<file path="config.mk">
export PLATFORM = sky130hd
export DESIGN_NAME = morse_symbol_player
export DESIGN_NICKNAME = d
export VERILOG_FILES = /design/src/rtl/morse_pkg.sv /design/src/rtl/morse_code_rom.sv /design/src/rtl/morse_symbol_player.sv
export SDC_FILE = /design/constraint.sdc
export NUM_CORES = 1
export LEC_CHECK = 0
export BUFFER_PORTS_ARGS = -buffer_cell sky130_fd_sc_hd__buf_4
export CORE_MARGIN = 2
export CORE_UTILIZATION = 49
export CTS_CLUSTER_DIAMETER = 120
export DETAILED_ROUTE_END_ITERATION = 6
export HOLD_SLACK_MARGIN = 0.15
export PLACE_DENSITY = 0.73
export RECOVER_POWER = 50
export SYNTH_ARGS = -nofsm -noshare
export SYNTH_HDL_FRONTEND = slang
export SYNTH_SLANG_ARGS = --single-unit
</file>
<file path="constraint.sdc">
create_clock -name clk -period 3.5 [get_ports clk]
set_clock_uncertainty 0.15 [all_clocks]
set_input_delay 0.35 -clock clk [delete_from_list [all_inputs] [get_ports clk]]
set_output_delay 0.35 -clock clk [all_outputs]
set_load 0.01 [all_outputs]
</file>
<file path="src/rtl/morse_pkg.sv">
// Shared types and constants for the Morse symbol player: segment codes,
// packed Morse code descriptor and the playback FSM state encoding.
package morse_pkg;

  localparam logic [6:0] SEG_DOT   = 7'b1001000;
  localparam logic [6:0] SEG_DASH  = 7'b0000001;
  localparam logic [6:0] SEG_BLANK = 7'b1111111;
  localparam int MORSE_MAX_LEN = 5;

  // pat is MSB-first: element k lives in pat[4-k]; a 1 bit is a dash
  typedef struct packed {
    logic [2:0] len;
    logic [4:0] pat;
  } morse_code_t;

  typedef enum logic [1:0] {
    IDLE = 2'd0,
    ON   = 2'd1,
    GAP  = 2'd2,
    FIN  = 2'd3
  } morse_state_t;

  function automatic logic [6:0] seg_of(input logic dash);
    return dash ? SEG_DASH : SEG_DOT;
  endfunction

endpackage

</file>
<file path="src/rtl/morse_code_rom.sv">
// Combinational lookup from a hex symbol to its Morse length and pattern.
module morse_code_rom
  import morse_pkg::*;
(
  input  logic [3:0]  symbol,
  output morse_code_t code
);

  always_comb begin
    code = '{len: 3'd5, pat: 5'b11111};
    case (symbol)
      4'h0: code = '{len: 3'd5, pat: 5'b11111};
      4'h1: code = '{len: 3'd5, pat: 5'b01111};
      4'h2: code = '{len: 3'd5, pat: 5'b00111};
      4'h3: code = '{len: 3'd5, pat: 5'b00011};
      4'h4: code = '{len: 3'd5, pat: 5'b00001};
      4'h5: code = '{len: 3'd5, pat: 5'b00000};
      4'h6: code = '{len: 3'd5, pat: 5'b10000};
      4'h7: code = '{len: 3'd5, pat: 5'b11000};
      4'h8: code = '{len: 3'd5, pat: 5'b11100};
      4'h9: code = '{len: 3'd5, pat: 5'b11110};
      4'hA: code = '{len: 3'd2, pat: 5'b01000};
      4'hB: code = '{len: 3'd4, pat: 5'b10000};
      4'hC: code = '{len: 3'd4, pat: 5'b10100};
      4'hD: code = '{len: 3'd3, pat: 5'b10000};
      4'hE: code = '{len: 3'd1, pat: 5'b00000};
      4'hF: code = '{len: 3'd4, pat: 5'b00100};
      default: code = '{len: 3'd5, pat: 5'b11111};
    endcase
  end

endmodule

</file>
<file path="src/rtl/morse_symbol_player.sv">
// Morse symbol player: shows a symbol's pattern statically on seven-segment
// digits, or plays it as timed LED blinks while revealing digits one by one.
module morse_symbol_player
  import morse_pkg::*;
#(
  parameter int NUM_DIGITS  = 5,
  parameter int UNIT_CYCLES = 4
) (
  input  logic                    clk,
  input  logic                    rst,
  input  logic [3:0]              symbol,
  input  logic                    start,
  input  logic                    mode,
  input  logic                    clear,
  output logic [NUM_DIGITS*7-1:0] display,
  output logic                    led,
  output logic                    busy,
  output logic                    done,
  output morse_state_t            state_dbg
);

  localparam int CW = $clog2(3 * UNIT_CYCLES);
  localparam logic [CW-1:0] DOT_LAST  = CW'(UNIT_CYCLES - 1);
  localparam logic [CW-1:0] DASH_LAST = CW'(3 * UNIT_CYCLES - 1);
  localparam logic [NUM_DIGITS*7-1:0] ALL_BLANK = {NUM_DIGITS{SEG_BLANK}};

  morse_state_t            state_q, state_d;
  logic [CW-1:0]           cnt_q, cnt_d;
  logic [2:0]              idx_q, idx_d;
  morse_code_t             code_q, code_d, rom_code;
  logic [NUM_DIGITS*7-1:0] disp_q, disp_d, full_disp;
  logic                    led_q, busy_q, done_q, done_d;
  logic                    accept;
  logic [CW-1:0]           elem_last;

  morse_code_rom u_rom (
    .symbol (symbol),
    .code   (rom_code)
  );

  // Paint element k of code onto its right-aligned digit position.
  function automatic logic [NUM_DIGITS*7-1:0] reveal(
    input logic [NUM_DIGITS*7-1:0] base,
    input morse_code_t             code,
    input logic [2:0]              k
  );
    logic [2:0] bit_sel;
    int         pos;
    bit_sel = 3'd4 - k;
    pos     = NUM_DIGITS - int'(code.len) + int'(k);
    for (int i = 0; i < NUM_DIGITS; i++) begin
      if (i == pos) base[i*7 +: 7] = seg_of(code.pat[bit_sel]);
    end
    return base;
  endfunction

  always_comb begin
    full_disp = ALL_BLANK;
    for (int k = 0; k < MORSE_MAX_LEN; k++) begin
      if (k < int'(rom_code.len)) full_disp = reveal(full_disp, rom_code, 3'(k));
    end
  end

  // start is a request qualified by !busy: it is taken on any edge where the
  // FSM is IDLE or FIN (busy low), otherwise dropped without effect.
  assign accept    = start && ((state_q == IDLE) || (state_q == FIN));
  assign elem_last = code_q.pat[3'd4 - idx_q] ? DASH_LAST : DOT_LAST;

  always_comb begin
    state_d = state_q;
    cnt_d   = cnt_q;
    idx_d   = idx_q;
    code_d  = code_q;
    disp_d  = disp_q;
    done_d  = 1'b0;
    if (clear) begin
      state_d = IDLE;
      cnt_d   = '0;
      idx_d   = '0;
      disp_d  = ALL_BLANK;
    end else begin
      case (state_q)
        IDLE, FIN: begin
          state_d = IDLE;
          if (accept) begin
            code_d = rom_code;
            cnt_d  = '0;
            idx_d  = '0;
            if (mode) begin
              state_d = ON;
              disp_d  = reveal(ALL_BLANK, rom_code, 3'd0);
            end else begin
              disp_d = full_disp;
              done_d = 1'b1;
            end
          end
        end
        ON: begin
          if (cnt_q == elem_last) begin
            cnt_d = '0;
            if (idx_q == code_q.len - 3'd1) begin
              state_d = FIN;
              done_d  = 1'b1;
            end else begin
              state_d = GAP;
            end
          end else begin
            cnt_d = cnt_q + 1'b1;
          end
        end
        GAP: begin
          if (cnt_q == DOT_LAST) begin
            cnt_d   = '0;
            idx_d   = idx_q + 3'd1;
            state_d = ON;
            disp_d  = reveal(disp_q, code_q, idx_q + 3'd1);
          end else begin
            cnt_d = cnt_q + 1'b1;
          end
        end
        default: state_d = IDLE;
      endcase
    end
  end

  always_ff @(posedge clk) begin
    if (!rst) begin
      state_q <= IDLE;
      cnt_q   <= '0;
      idx_q   <= '0;
      code_q  <= '0;
      disp_q  <= ALL_BLANK;
      led_q   <= 1'b0;
      busy_q  <= 1'b0;
      done_q  <= 1'b0;
    end else begin
      state_q <= state_d;
      cnt_q   <= cnt_d;
      idx_q   <= idx_d;
      code_q  <= code_d;
      disp_q  <= disp_d;
      led_q   <= (state_d == ON);
      busy_q  <= (state_d == ON) || (state_d == GAP);
      done_q  <= done_d;
    end
  end

  assign display   = disp_q;
  assign led       = led_q;
  assign busy      = busy_q;
  assign done      = done_q;
  assign state_dbg = state_q;

endmodule

</file>
## Yosys cells after proc, flatten, opt, wreduce, memory -nomap -nowiden

Memory sizes are Yosys's and may differ from the RTL's.
Index checks and enable logic that the tools add are counted.

| storage, ports and cells | value |
|---|---|
| memories | 1 |
| register bits | 55 |
| bits of input ports | 9 |
| bits in read-only memories | 128 |

| cells by class | value |
|---|---|
| order comparisons | 7 |
| equal/unequal tests | 39 |
| bitwise gates (word level) | 2 |
| add/subtract/negate cells | 12 |
| mux-type cells | 69 |
| reduce and logical (&&, ||, !) cells | 20 |

Memory list:

| name | depth | bits a word | rd ports | clocked after Yosys merged registers in | wr ports | line | text |
|---|---|---|---|---|---|---|---|
| (name not given) | 16 | 8 | 1 | 0 | 0 | morse_code_rom.sv:11 | `case (symbol)` |

Operator list:

| cell | count |
|---|---|
| $mux W35 | 8 |
| $eq A3 B32 Y1 const A | 8 |
| $mux W7 | 36 |
| $logic_not A32 Y1 | 6 |
| $eq A2 B32 Y1 const A | 4 |
| $eq A4 B32 Y1 const A | 4 |
| $pmux W35 S2 | 1 |
| $reduce_and A4 Y1 | 5 |
| $mux W4 | 4 |
| $ne A2 B2 Y1 const B | 7 |
| $pmux W4 S3 | 1 |
| $add A4 B3 Y5 const B | 2 |
| $eq A3 B5 Y1 const A | 2 |
| $mux W1 | 9 |
| $eq A3 B4 Y1 const A | 2 |
| $lt A3 B4 Y1 const B | 2 |
| $sub A3 B3 Y4 const A | 2 |
| $bmux W1 S3 | 2 |
| $eq A2 B2 Y1 const B | 3 |
| $lt A1 B3 Y1 const A | 2 |
| $lt A2 B3 Y1 const A | 2 |
| $mux W2 | 3 |
| $mux W3 | 2 |
| $pmux W2 S3 | 1 |
| other kinds (25) | 31 |

## Depth between registers and ports, before layout

Gate-level depths: netlist of the first run.
An unclocked memory read counts as a cell.

| depth | value |
|---|---|
| depth after elaboration | 16 |
| gate-level depth with buffers | 14 |
| depth with buffers taken out | 12 |

## By module

A second synthesis of the first run with hierarchy kept.

| second synthesis, totals | value |
|---|---|
| cell total of the unflattened synthesis | 452 |
| area, all modules | 3422.0 µm² |

Modules (own cells, without submodules):

| module | area an instance (µm²) | cells each | instances | seq. area each (µm²) |
|---|---|---|---|---|
| morse_symbol_player | 3210.6 | 424 | 1 | 700.7 |
| morse_code_rom | 211.5 | 28 | 1 | 0.0 |

## Least setup slack after synthesis of the first run

Ideal clock, no wire load.

| path | value |
|---|---|
| kind | input to register |
| start | input port symbol[1] |
| end | register disp_q[21], in the netlist display[21] |
| data required time | 3220 ps |
| data arrival time | 3051 ps |
| setup slack | 169 ps |
| stages on the path | 13 |
| path buffers | 1 |
| cell sequence | buf_2 > inv_1 > ha_1 > mux2_2 > nand2_1 > inv_2 > ha_1 > xor2_1 > or2_2 > or4_4 > or2_0 > a311oi_1 > o31ai_1 |

RTL lines:

| item | line | text |
|---|---|---|
| start: declaration | morse_symbol_player.sv:11 | `input logic [3:0] symbol,` |
| end signal: assignment | morse_symbol_player.sv:141 | `disp_q <= disp_d;` |
| end: declaration | morse_symbol_player.sv:31 | `logic [NUM_DIGITS*7-1:0] disp_q, disp_d, full_disp;` |

## Worst setup path after layout of the first run

| path | value |
|---|---|
| start | register idx_q[0] |
| end | register disp_q[0], in the netlist display[0] |

| between the ends | value |
|---|---|
| cells in the longest elaborated chain, start to end | 8 |
| elaborated cells between the ends (all ways) | 12 |
| classes of those cells | add/sub: 3; eq/ne: 1; mux: 6; reduce/logical: 2 |

Ends and longest elaborated chain:

| item | line | text |
|---|---|---|
| start: declaration | morse_symbol_player.sv:29 | `logic [2:0] idx_q, idx_d;` |
| start signal: assignment | morse_symbol_player.sv:139 | `idx_q <= idx_d;` |
| $add A3 B1 Y3 (*) | morse_symbol_player.sv:116 | `disp_d = reveal(disp_q, code_q, idx_q + 3'd1);` |
| $sub A3 B3 Y3 | morse_symbol_player.sv:49 | `bit_sel = 3'd4 - k;` |
| $bmux W1 S3 | morse_symbol_player.sv:52 | `if (i == pos) base[i*7 +: 7] = seg_of(code.pat[bit_sel]);` |
| $mux W1 (not written as such) | morse_symbol_player.sv:52 |  |
| $mux W7 | morse_pkg.sv:24 | `return dash ? SEG_DASH : SEG_DOT;` |
| $mux W7 | morse_symbol_player.sv:52 |  |
| $mux W35 | morse_symbol_player.sv:112 | `if (cnt_q == DOT_LAST) begin` |
| $pmux W35 S2 | morse_symbol_player.sv:82 | `case (state_q)` |

Mark *: on every way between the ends. The rest lies on a longest branch, timed or not. The select of a mux whose other input is x is not followed.
A chain may end at the register's enable or synchronous reset.

==> flow_metrics.tcl, run 1 <==
set metrics [dict create \
    pre_cts_ws_ns 0.0712 \
    grt_util_met3_pct 3.99 \
    netlist_area_mm2 0.00322 \
    start_kind "flip-flop" \
    cpPeakStageDelay_ns 0.46 \
    slew-limit-headroom_pct 47.6 \
    finalWorstSetupSlack_ns 0.268 \
    p_leak_nw 1.35 \
    clk_latency_ns 0.29 \
    hold_end "state_dbg[1]" \
    rsz0062_at_grt "false" \
    ys.flop_type "dfxtp_1" \
    status "complete, no violations" \
    grt_pass1_wl_um 14900 \
    min_from "clear" \
    ctsResizeCount 0 \
    synthXorXnorAreaFrac_pct 2.72 \
    met2_usage_pct 40.0 \
    ir_drop_mv 0.242 \
    min_path_type "input pin to flip-flop" \
    cts.sinks 35 \
    core-area_mm2 0.00635 \
    multi_input_area_mm2 0.00217 \
    first_pass_iters 5 \
    grt.total_usage_pct 25.2 \
    crit_type "flip-flop to flip-flop" \
    root_buffer "clkbuf_8" \
    holdWs_ns 0.240 \
    synth_top_family_by_area "compound AO/OA/AOI/OAI gates" \
    first_iter_violations 284 \
    fp.dieArea_mm2 0.00723 \
    yosysMostFrequentCell "dfxtp_1" \
    synth_common_cells "dfxtp_1 (35), nor2_1 (34), a21oi_1 (30)" \
    wl_per_cell_um 17.2 \
    vias 3269 \
    path_buf_inv 2 \
    fin_cells 518 \
    route.detailed.drc 0 \
    rows 29 \
    finalHoldViolCount 0 \
    yosys.area.top_type_share_pct 21.8 \
    cts_tree "done" \
    yosysTopAreaCell "dfxtp_1" \
    crit_fanout 5 \
    dieHeight_um 85.0 \
    slowest_stage "fa_1" \
    end_kind "flip-flop" \
    crit_family "compound AO/OA/AOI/OAI gates" \
    first_global_vias 2986 \
    required_ns 3.50 \
    ios 49 \
    reg2regPathDepth 10 \
    num-fill-cells 605 \
    gp_congestion 1.01 \
    clk_pin_slew_worst_paths_ns 0.07 \
    utilization_pct 55.3 \
    syn_to_final_growth_pct 9.22 \
    setup_tns_ns 0 \
    drive_gt1_share_pct 11.8 \
    synth-seq-area-share_pct 21.8 \
    start_util_pct 50.7 \
    fmax_mhz 309 \
    setup_viol 0 \
    period_needed_ns 3.23 \
    antennaDiodeCount 0 \
    grt_max_degree 28 \
    synthCells 411 \
    io_buffers 48 \
    finalCritPeriodShare_pct 92.4 \
    cap_viol_max_count 0 \
    synthAdderAreaFrac_pct 8.79 \
    antenna_found_initial 0 \
    synth_nets 442 \
    synthTopCellsByArea "dfxtp_1 (22%), ha_1 (8.2%), buf_4 (5.1%), a21oi_1 (4.7%), nor2_1 (4.0%)" \
    ff_latch_area_um2 701 \
    synth_area_per_cell_um2 7.83 \
    final-max-slew-violation-count 0 \
    ys_seq_elements 35 \
    hold_depth 3 \
    power_density_mw_per_mm2 302 \
    via_per_inst 6.31 \
    busiest_layer "met2" \
    synth-simple-area-share_pct 22.5 \
    grt-ovfl-total 0 \
    die_w_um 85.0 \
    finalNetCount 471 \
    dp.cells 509 \
    rr_endpoint "display[0]" \
    cts-buffers-inserted 5 \
    dp.final_hpwl_um 6970 \
    ys_types 71 \
    synth-edff-count 0 \
    tightest_slew_ns 0.777 \
    crit_chain "inv_1 -> ha_1 -> fa_1 -> xnor2_1 -> a32o_1 -> o31a_1 -> a21oi_1 -> buf_4 -> mux2i_1 -> a22oi_1" \
    ctsHtreeMaxLevel 2 \
    cp.arrival_ns 3.23 \
    clk_path_buf_depth 2 \
    wirelength_um 8930 \
    synth_compound_area_share_pct 28.0 \
    r2r_setup_slack_ns 0.27 \
    synthMuxAreaShare_pct 5.29 \
    rr_startpoint "idx_q[0]" \
    async_flop_share_pct 0 \
    use_met1_pct 36.3 \
    ant_nets 0 \
    synth_warnings 0 \
]
stage by stage:
step	total power [mW]	area (um^2)
after floorplan	0.655	3220
after global placement	0.742	3540
after detailed placement	0.744	3540
after CTS	1.07	3650
after global routing	1.11	3510
final	1.06	3510
worst min-delay path, delay by kind of cell:
kind | cells | cell delay (ns)
buffers and inverters | 1 | 0.11
and+or+nand+nor | 1 | 0.05
AOI/OAI and AO/OA | 1 | 0.13
final cells by class:
class | instances | share of cell area (%)
Clock buffer | 8 | 2.85
Inverter | 24 | 2.56
Multi-Input combinational cell | 308 | 61.7
Sequential cell | 35 | 19.9
Tap cell | 77 | 2.74
Timing Repair Buffer | 66 | 10.2
power breakdown:
part	switching, mW	total, mW	internal (mW)
logic	0.188	0.309	0.120
registers	0.0105	0.421	0.411
clock network	0.153	0.333	0.180
how the worst max path moves through the flow:
stage | start | end | slack [ns] | cells past startpoint
2_1_floorplan | symbol[1] | display[21] | 0.17 | 13
3_3_place_gp | symbol[1] | display[3] | 0.22 | 13
3_5_place_dp | symbol[1] | display[3] | 0.07 | 13
4_1_cts | idx_q[0] | display[3] | 0.28 | 9
5_1_grt | idx_q[0] | display[28] | 0.04 | 10
6_report | idx_q[0] | display[0] | 0.27 | 10
flip-flops by register name, indices dropped and copies added, names as in the netlist:
register,flops
idx_q,3
state_dbg,2
cnt_q,4
code_q,8
display,15
done,1
led,1
busy,1
cell families (layout without fill, tap and decap cells):
logic type,after synthesis,after routing
AND/OR/NAND/NOR,132,132
multiplexers,14,14
flip-flops,35,35
buffers and inverters,68,98
XOR/XNOR,10,10
adder cells (fa/ha/maj),22,22
AO/OA/AOI/OAI,130,130
placed cells by master (no fill, tap or decap), types with 6 or more instances in the layout:
cell / n
mux2i_1: 8
a21oi_1: 30
nor3b_1: 7
clkbuf_1: 38
nand3_1: 10
dfxtp_1: 35
a211oi_1: 8
and2_1: 6
clkbuf_8: 7
nand2_1: 17
nand3b_1: 6
nor3_1: 8
o21ai_0: 19
nand2b_1: 7
a31oi_1: 7
nor2_1: 34
xor2_1: 6
buf_4: 28
inv_1: 23
ha_1: 21
layer usage:
layer | wire length, um | part of all wire (%)
met1 | 4040 | 45
met2 | 4040 | 45
met3 | 769 | 8.6
met4 | 78 | 0.87
met5 | 0 | 0
repair_timing:
item | 4_1_cts | 5_1_grt
endpoints found under the hold margin | 1 | 0
hold buffers | 1 | 0
setup buffers | 0 | 0
No activity file was read; power rests on OpenSTA's default activity.
==> run 2: changes to the inputs <==
--- a/config.mk
+++ b/config.mk
@@ -15,4 +15,5 @@
 export RECOVER_POWER = 50
 export SYNTH_ARGS = -nofsm -noshare
 export SYNTH_HDL_FRONTEND = slang
+export SYNTH_HIERARCHICAL = 1
 export SYNTH_SLANG_ARGS = --single-unit
==> run 2 against run 1 <==
  * Routed wire length grew 16%
  * Sequential power grew 1%
  * Register-to-register slack is essentially flat
  * Utilization shrank 0.45 points
  * Highest routed layer unchanged
==> flow_metrics.tcl, run 2 <==
set metrics [dict create \
    slew-limit-headroom_pct 31.2 \
    yosysTopAreaCell "dfxtp_1" \
    power_density_mw_per_mm2 299 \
    cts_tree "done" \
    ys_types 74 \
    crit_family "compound AO/OA/AOI/OAI gates" \
    synth-edff-count 0 \
    grt-ovfl-total 0 \
    r2r_setup_slack_ns 0.25 \
    combPwrFrac_pct 35.1 \
    gp_congestion 1.02 \
    first_iter_violations 298 \
    largest_reg_flops 15 \
    dp.cells 566 \
    multi_input_area_mm2 0.00237 \
    p_leak_nw 1.41 \
    grt_pass1_wl_um 16300 \
    seqPwrFrac_pct 38.2 \
    finalHoldViolCount 0 \
    synth_common_cells "nand2_1 (39), dfxtp_1 (35), nor2_1 (32)" \
    final-max-slew-violation-count 0 \
    wirelength_um 10300 \
    clk_pin_slew_worst_paths_ns 0.08 \
    ant_nets 0 \
    antennaDiodeCount 0 \
    fp.dieArea_mm2 0.00767 \
    power.switching_fraction_pct 36.9 \
    tightest_slew_ns 1.03 \
    final_common_cell "nand2_1" \
    grt_max_degree 29 \
    core-area_mm2 0.00679 \
    syn_to_final_growth_pct 8.96 \
    via_per_inst 6.24 \
    rsz0062_at_grt "false" \
    antenna_found_initial 0 \
    netlist_area_mm2 0.00342 \
    dp.final_hpwl_um 7690 \
    intPower_mw 0.702 \
    status "complete, no violations" \
    start_util_pct 50.4 \
    ff_latch_area_um2 701 \
    grt.total_usage_pct 26.7 \
    finalWorstSetupSlack_ns 0.255 \
    crit_fanout 6 \
    num-fill-cells 671 \
    cts.sinks 35 \
    first_pass_iters 5 \
    die_w_um 87.6 \
    ys.flop_type "dfxtp_1" \
    cp.arrival_ns 3.27 \
    p_sw_mw 0.411 \
    synth_nets 483 \
    synthTopCellsByArea "dfxtp_1 (20%), ha_1 (7.7%), buf_4 (4.6%), nand2_1 (4.3%), a21oi_1 (3.9%)" \
    synth_warnings 6 \
    clk_path_buf_depth 2 \
    crit_type "flip-flop to flip-flop" \
    vias 3580 \
    ir_drop_mv 0.141 \
    synth-seq-area-share_pct 20.5 \
    async_flop_share_pct 0 \
    start_kind "flip-flop" \
    period_needed_ns 3.25 \
    cpPeakStageDelay_ns 0.48 \
    slowest_stage "a41oi_2" \
    cap_viol_max_count 0 \
    route.detailed.drc 0 \
    clk_latency_ns 0.29 \
    root_buffer "clkbuf_8" \
    placed_area_mm2 0.00376 \
    synthCells 452 \
    min_path_type "input pin to flip-flop" \
    rows 30 \
    first_global_vias 3294 \
    setup_viol 0 \
    ios 49 \
    pre_cts_ws_ns 0.0456 \
    finalNetCount 508 \
    fin_cells 574 \
    dieHeight_um 87.6 \
    crit_chain "clkinv_1 -> ha_1 -> fa_1 -> xnor2_1 -> a31oi_1 -> nand3_1 -> a41oi_2 -> nor3_1 -> a211o_1" \
    final_cell_area_mm2 0.00373 \
    pwr-share-clk_pct 26.6 \
    finalCritPeriodShare_pct 92.7 \
    mostFrequentLayoutCells "nand2_1 (39), clkbuf_1 (38), dfxtp_1 (35), nor2_1 (32), buf_4 (28)" \
    ys_seq_elements 35 \
    yosysMostFrequentCell "nand2_1" \
    end_kind "flip-flop" \
    fmax_mhz 308 \
    drive_gt1_share_pct 10.3 \
    path_buf_inv 1 \
    ctsHtreeMaxLevel 2 \
    yosys.area.top_type_share_pct 20.5 \
    cts-buffers-inserted 5 \
    wl_per_cell_um 18.0 \
    synth_area_per_cell_um2 7.57 \
    required_ns 3.53 \
    io_buffers 48 \
]
[run 2: cell count changes after synthesis, sizes merged, moves of 6 or more]
| cell | before | now |
|---|---|---|
| a211oi | 8 | 1 |
| nor2b | 3 | 13 |
| buf | 26 | 32 |
| or2 | 10 | 2 |
| nor3 | 9 | 18 |
| nand2 | 17 | 41 |
| a21boi | 2 | 8 |
| nand3 | 10 | 16 |
[run 2: cell type report]
cell class	instances	share of cell area [%]
sequential	35	18.8
multi-input combinational	346	63.5
timing repair buffer	66	9.90
tap	96	3.22
clock inverter	2	0.336
inverter	23	2.32
clock buffer	6	1.95
[run 2: timing repair]
action,in CTS,in global routing
hold buffers,0,0
setup endpoints to repair,0,3
endpoints found under the hold margin,0,0
resized for setup,0,4
setup buffers,0,0
[run 2: final timing paths]
path	startpoint	endpoint	cells past startpoint
hold reg to reg	code_q[5]	code_q[5]	2
hold / removal	rst	led	2
setup / recovery	idx_q[0]	display[12]	9
setup reg to reg	idx_q[0]	display[12]	9
[run 2: through the flow]
| step | utilization [%] | hold slack, ns | TNS (ns) | power [mW] |
|---|---|---|---|---|
| floorplan | - | 0.293 | 0 | 0.709 |
| detailed placement | 55.4 | 0.309 | 0 | 0.828 |
| global placement | 55.4 | 0.302 | -0.106 | 0.826 |
| CTS | 56.6 | 0.229 | 0 | 1.12 |
| finish | 54.9 | 0.225 | 0 | 1.11 |
| global route | 54.9 | 0.228 | 0 | 1.17 |
[run 2: metal layers]
layer | vias up | GRT usage, % | part of all wire [%]
met1 | 1715 | 34.2 | 42
met5 | - | 0 | 0
met3 | 21 | 4.90 | 6.7
li1 | 1682 | - | -
met2 | 162 | 45.9 | 49
met4 | 0 | 7.69 | 1.9
[run 2: logic make-up after synthesis]
logic type | after synthesis | synth area share [%]
AO/OA/AOI/OAI | 129 | 27.5
XOR/XNOR | 11 | 2.82
adder cells (fa/ha/maj) | 22 | 8.26
buffers and inverters | 71 | 11.0
flip-flops | 35 | 20.5
multiplexers | 12 | 3.69
AND/OR/NAND/NOR | 172 | 26.3
[run 2: worst reg2reg max path, stage by stage, from the launching register on]
cell	delay, ns
dfxtp_1	0.45
clkinv_1	0.19
ha_1	0.37
fa_1	0.47
xnor2_1	0.18
a31oi_1	0.18
nand3_1	0.27
a41oi_2	0.49
nor3_1	0.12
a211o_1	0.28
[run 2: power by group through the flow]
stage	registers [mW]	logic, mW	clock network, mW
6_report	0.426	0.391	0.297
5_1_grt	0.428	0.422	0.316
4_1_cts	0.426	0.393	0.303
3_5_place_dp	0.436	0.392	0
3_3_place_gp	0.435	0.392	0
2_1_floorplan	0.438	0.271	0
==> run 3: changes to the inputs <==
--- a/config.mk
+++ b/config.mk
@@ -7,11 +7,11 @@
 export LEC_CHECK = 0
 export BUFFER_PORTS_ARGS = -buffer_cell sky130_fd_sc_hd__buf_4
 export CORE_MARGIN = 2
-export CORE_UTILIZATION = 49
+export CORE_UTILIZATION = 53
 export CTS_CLUSTER_DIAMETER = 120
 export DETAILED_ROUTE_END_ITERATION = 6
 export HOLD_SLACK_MARGIN = 0.15
-export PLACE_DENSITY = 0.73
+export PLACE_DENSITY = 0.78
 export RECOVER_POWER = 50
 export SYNTH_ARGS = -nofsm -noshare
 export SYNTH_HDL_FRONTEND = slang
==> run 3 against run 2 <==
  * Non-clock buffer count unchanged
  * Critical path depth unchanged
  * Via count down 1.3%
  * Largest cell class unchanged
  * Power down 1.3%
==> flow_metrics.tcl, run 3 (same netlist as run 2, synthesis figures left out) <==
set metrics [dict create \
    ctsResizeCount 0 \
    reg2regPathDepth 9 \
    combPwrFrac_pct 34.2 \
    min_path_type "input pin to flip-flop" \
    cts_hold_buf 0 \
    crit_end "display[12]" \
    io_buffers 48 \
    wl_per_cell_um 17.6 \
    grt_pass1_wl_um 16300 \
    route.detailed.drc 0 \
    via_per_inst 6.37 \
    finalHoldViolCount 0 \
    p_sw_mw 0.403 \
    intPower_mw 0.696 \
    cts_setup_buffers 0 \
    start_util_pct 54.2 \
    required_ns 3.53 \
    rr_endpoint "display[12]" \
    clk_latency_ns 0.29 \
    fmax_mhz 308 \
    placed_area_mm2 0.00372 \
    cp.arrival_ns 3.28 \
    final_common_cell "nand2_1" \
    fin_cells 555 \
    rows 29 \
    root_buffer "clkbuf_8" \
    first_global_vias 3329 \
    rsz0062_at_grt "false" \
    utilization_pct 58.1 \
    r2r_setup_slack_ns 0.25 \
    setup_tns_ns 0 \
    finalNetCount 508 \
    final_cell_area_mm2 0.00367 \
    grt-ovfl-total 0 \
    antennaDiodeCount 0 \
    die_w_um 84.4 \
    dieHeight_um 84.4 \
    power.switching_fraction_pct 36.7 \
    ctsHtreeMaxLevel 2 \
    slew-limit-headroom_pct 42.8 \
    first_iter_violations 228 \
    clk_pin_slew_worst_paths_ns 0.07 \
    pwr-share-clk_pct 27.1 \
    drive_gt1_share_pct 9.83 \
    period_needed_ns 3.25 \
    cts_tree "done" \
    cts-buffers-inserted 5 \
    final-max-slew-violation-count 0 \
    ios 49 \
    first_pass_iters 4 \
    cts.sinks 35 \
    dp.final_hpwl_um 7430 \
    finalCritPeriodShare_pct 92.8 \
    clk_path_buf_depth 2 \
    wirelength_um 9760 \
    crit_fanout 6 \
    tightest_slew_ns 0.859 \
    grt.total_usage_pct 28.0 \
    grt_max_degree 29 \
    start_kind "flip-flop" \
    rr_startpoint "idx_q[0]" \
    cap_viol_max_count 0 \
    crit_type "flip-flop to flip-flop" \
    fp.dieArea_mm2 0.00712 \
    end_kind "flip-flop" \
    status "complete, no violations" \
    gp_congestion 0.987 \
    mostFrequentLayoutCells "nand2_1 (39), clkbuf_1 (38), dfxtp_1 (35), nor2_1 (32), buf_4 (29)" \
    ir_drop_mv 0.203 \
    largest_reg_flops 15 \
    seqPwrFrac_pct 38.7 \
    cp-startpoint "idx_q[0]" \
    power_density_mw_per_mm2 300 \
    vias 3533 \
    p_leak_nw 1.40 \
    syn_to_final_growth_pct 7.28 \
    ant_nets 0 \
    dp.cells 547 \
    setup_viol 0 \
    antenna_found_initial 0 \
    core-area_mm2 0.00631 \
]
run 3: changes by cell type in the layout (fill, tap and decap cells not counted):
cell       change
buf_12         -1
a41oi_2        +1
a41oi_4        -1
mux2i_1        +1
a2111oi_2      -1
buf_4          +1
mux2i_2        -1
a2111oi_0      +1
run 3: area by class of cell:
class	instances	area [um^2]
well taps	77	96.3
repair buffers	66	357
flip-flops and latches	35	701
clock inverters	2	12.5
multi-input cells	346	2350
clock buffers	6	72.6
inverters	23	86.3
fillers	623	2640
run 3: per-layer routing:
layer	global-route usage, %	part of all wire (%)	up-vias
met5	0	0	-
met4	11.0	2.9	0
met3	4.03	6.7	29
met2	48.2	49	164
met1	35.4	41	1658
li1	-	-	1682
run 3: worst min-delay path by stage:
| stage | from | endpoint | slack (ns) | cells after the start |
|---|---|---|---|---|
| 6_report | rst | led | 0.22 | 2 |
| 5_1_grt | rst | busy | 0.23 | 2 |
| 4_1_cts | rst | led | 0.22 | 2 |
| 3_5_place_dp | code_q[0] | code_q[0] | 0.31 | 2 |
| 3_3_place_gp | code_q[5] | code_q[5] | 0.30 | 2 |
| 2_1_floorplan | code_q[0] | code_q[0] | 0.29 | 2 |
run 3: power by group through the flow:
stage,clock (mW),sequential (mW),combinational (mW)
finish,0.298,0.426,0.376
floorplan,0,0.438,0.271
global placement,0,0.435,0.384
global route,0.318,0.428,0.410
detailed placement,0,0.436,0.384
CTS,0.300,0.426,0.386
run 3: per-stage QoR:
step           hold slack [ns]  total power [mW]  worst slack (ns)
2_1_floorplan            0.293             0.709             0.221
3_5_place_dp             0.311             0.820            0.0855
4_1_cts                  0.224              1.11             0.261
5_1_grt                  0.232              1.16            0.0494
3_3_place_gp             0.302             0.819             0.163
6_report                 0.222              1.10             0.253
run 3: critical path, stage by stage (launching register included):
cell and delay, ns:
dfxtp_1 0.45, clkinv_1 0.18, ha_1 0.40, fa_1 0.47, xnor2_1 0.17, a31oi_1 0.19, nand3_1 0.23, a41oi_2 0.47
nor3_1 0.14, a211o_1 0.29
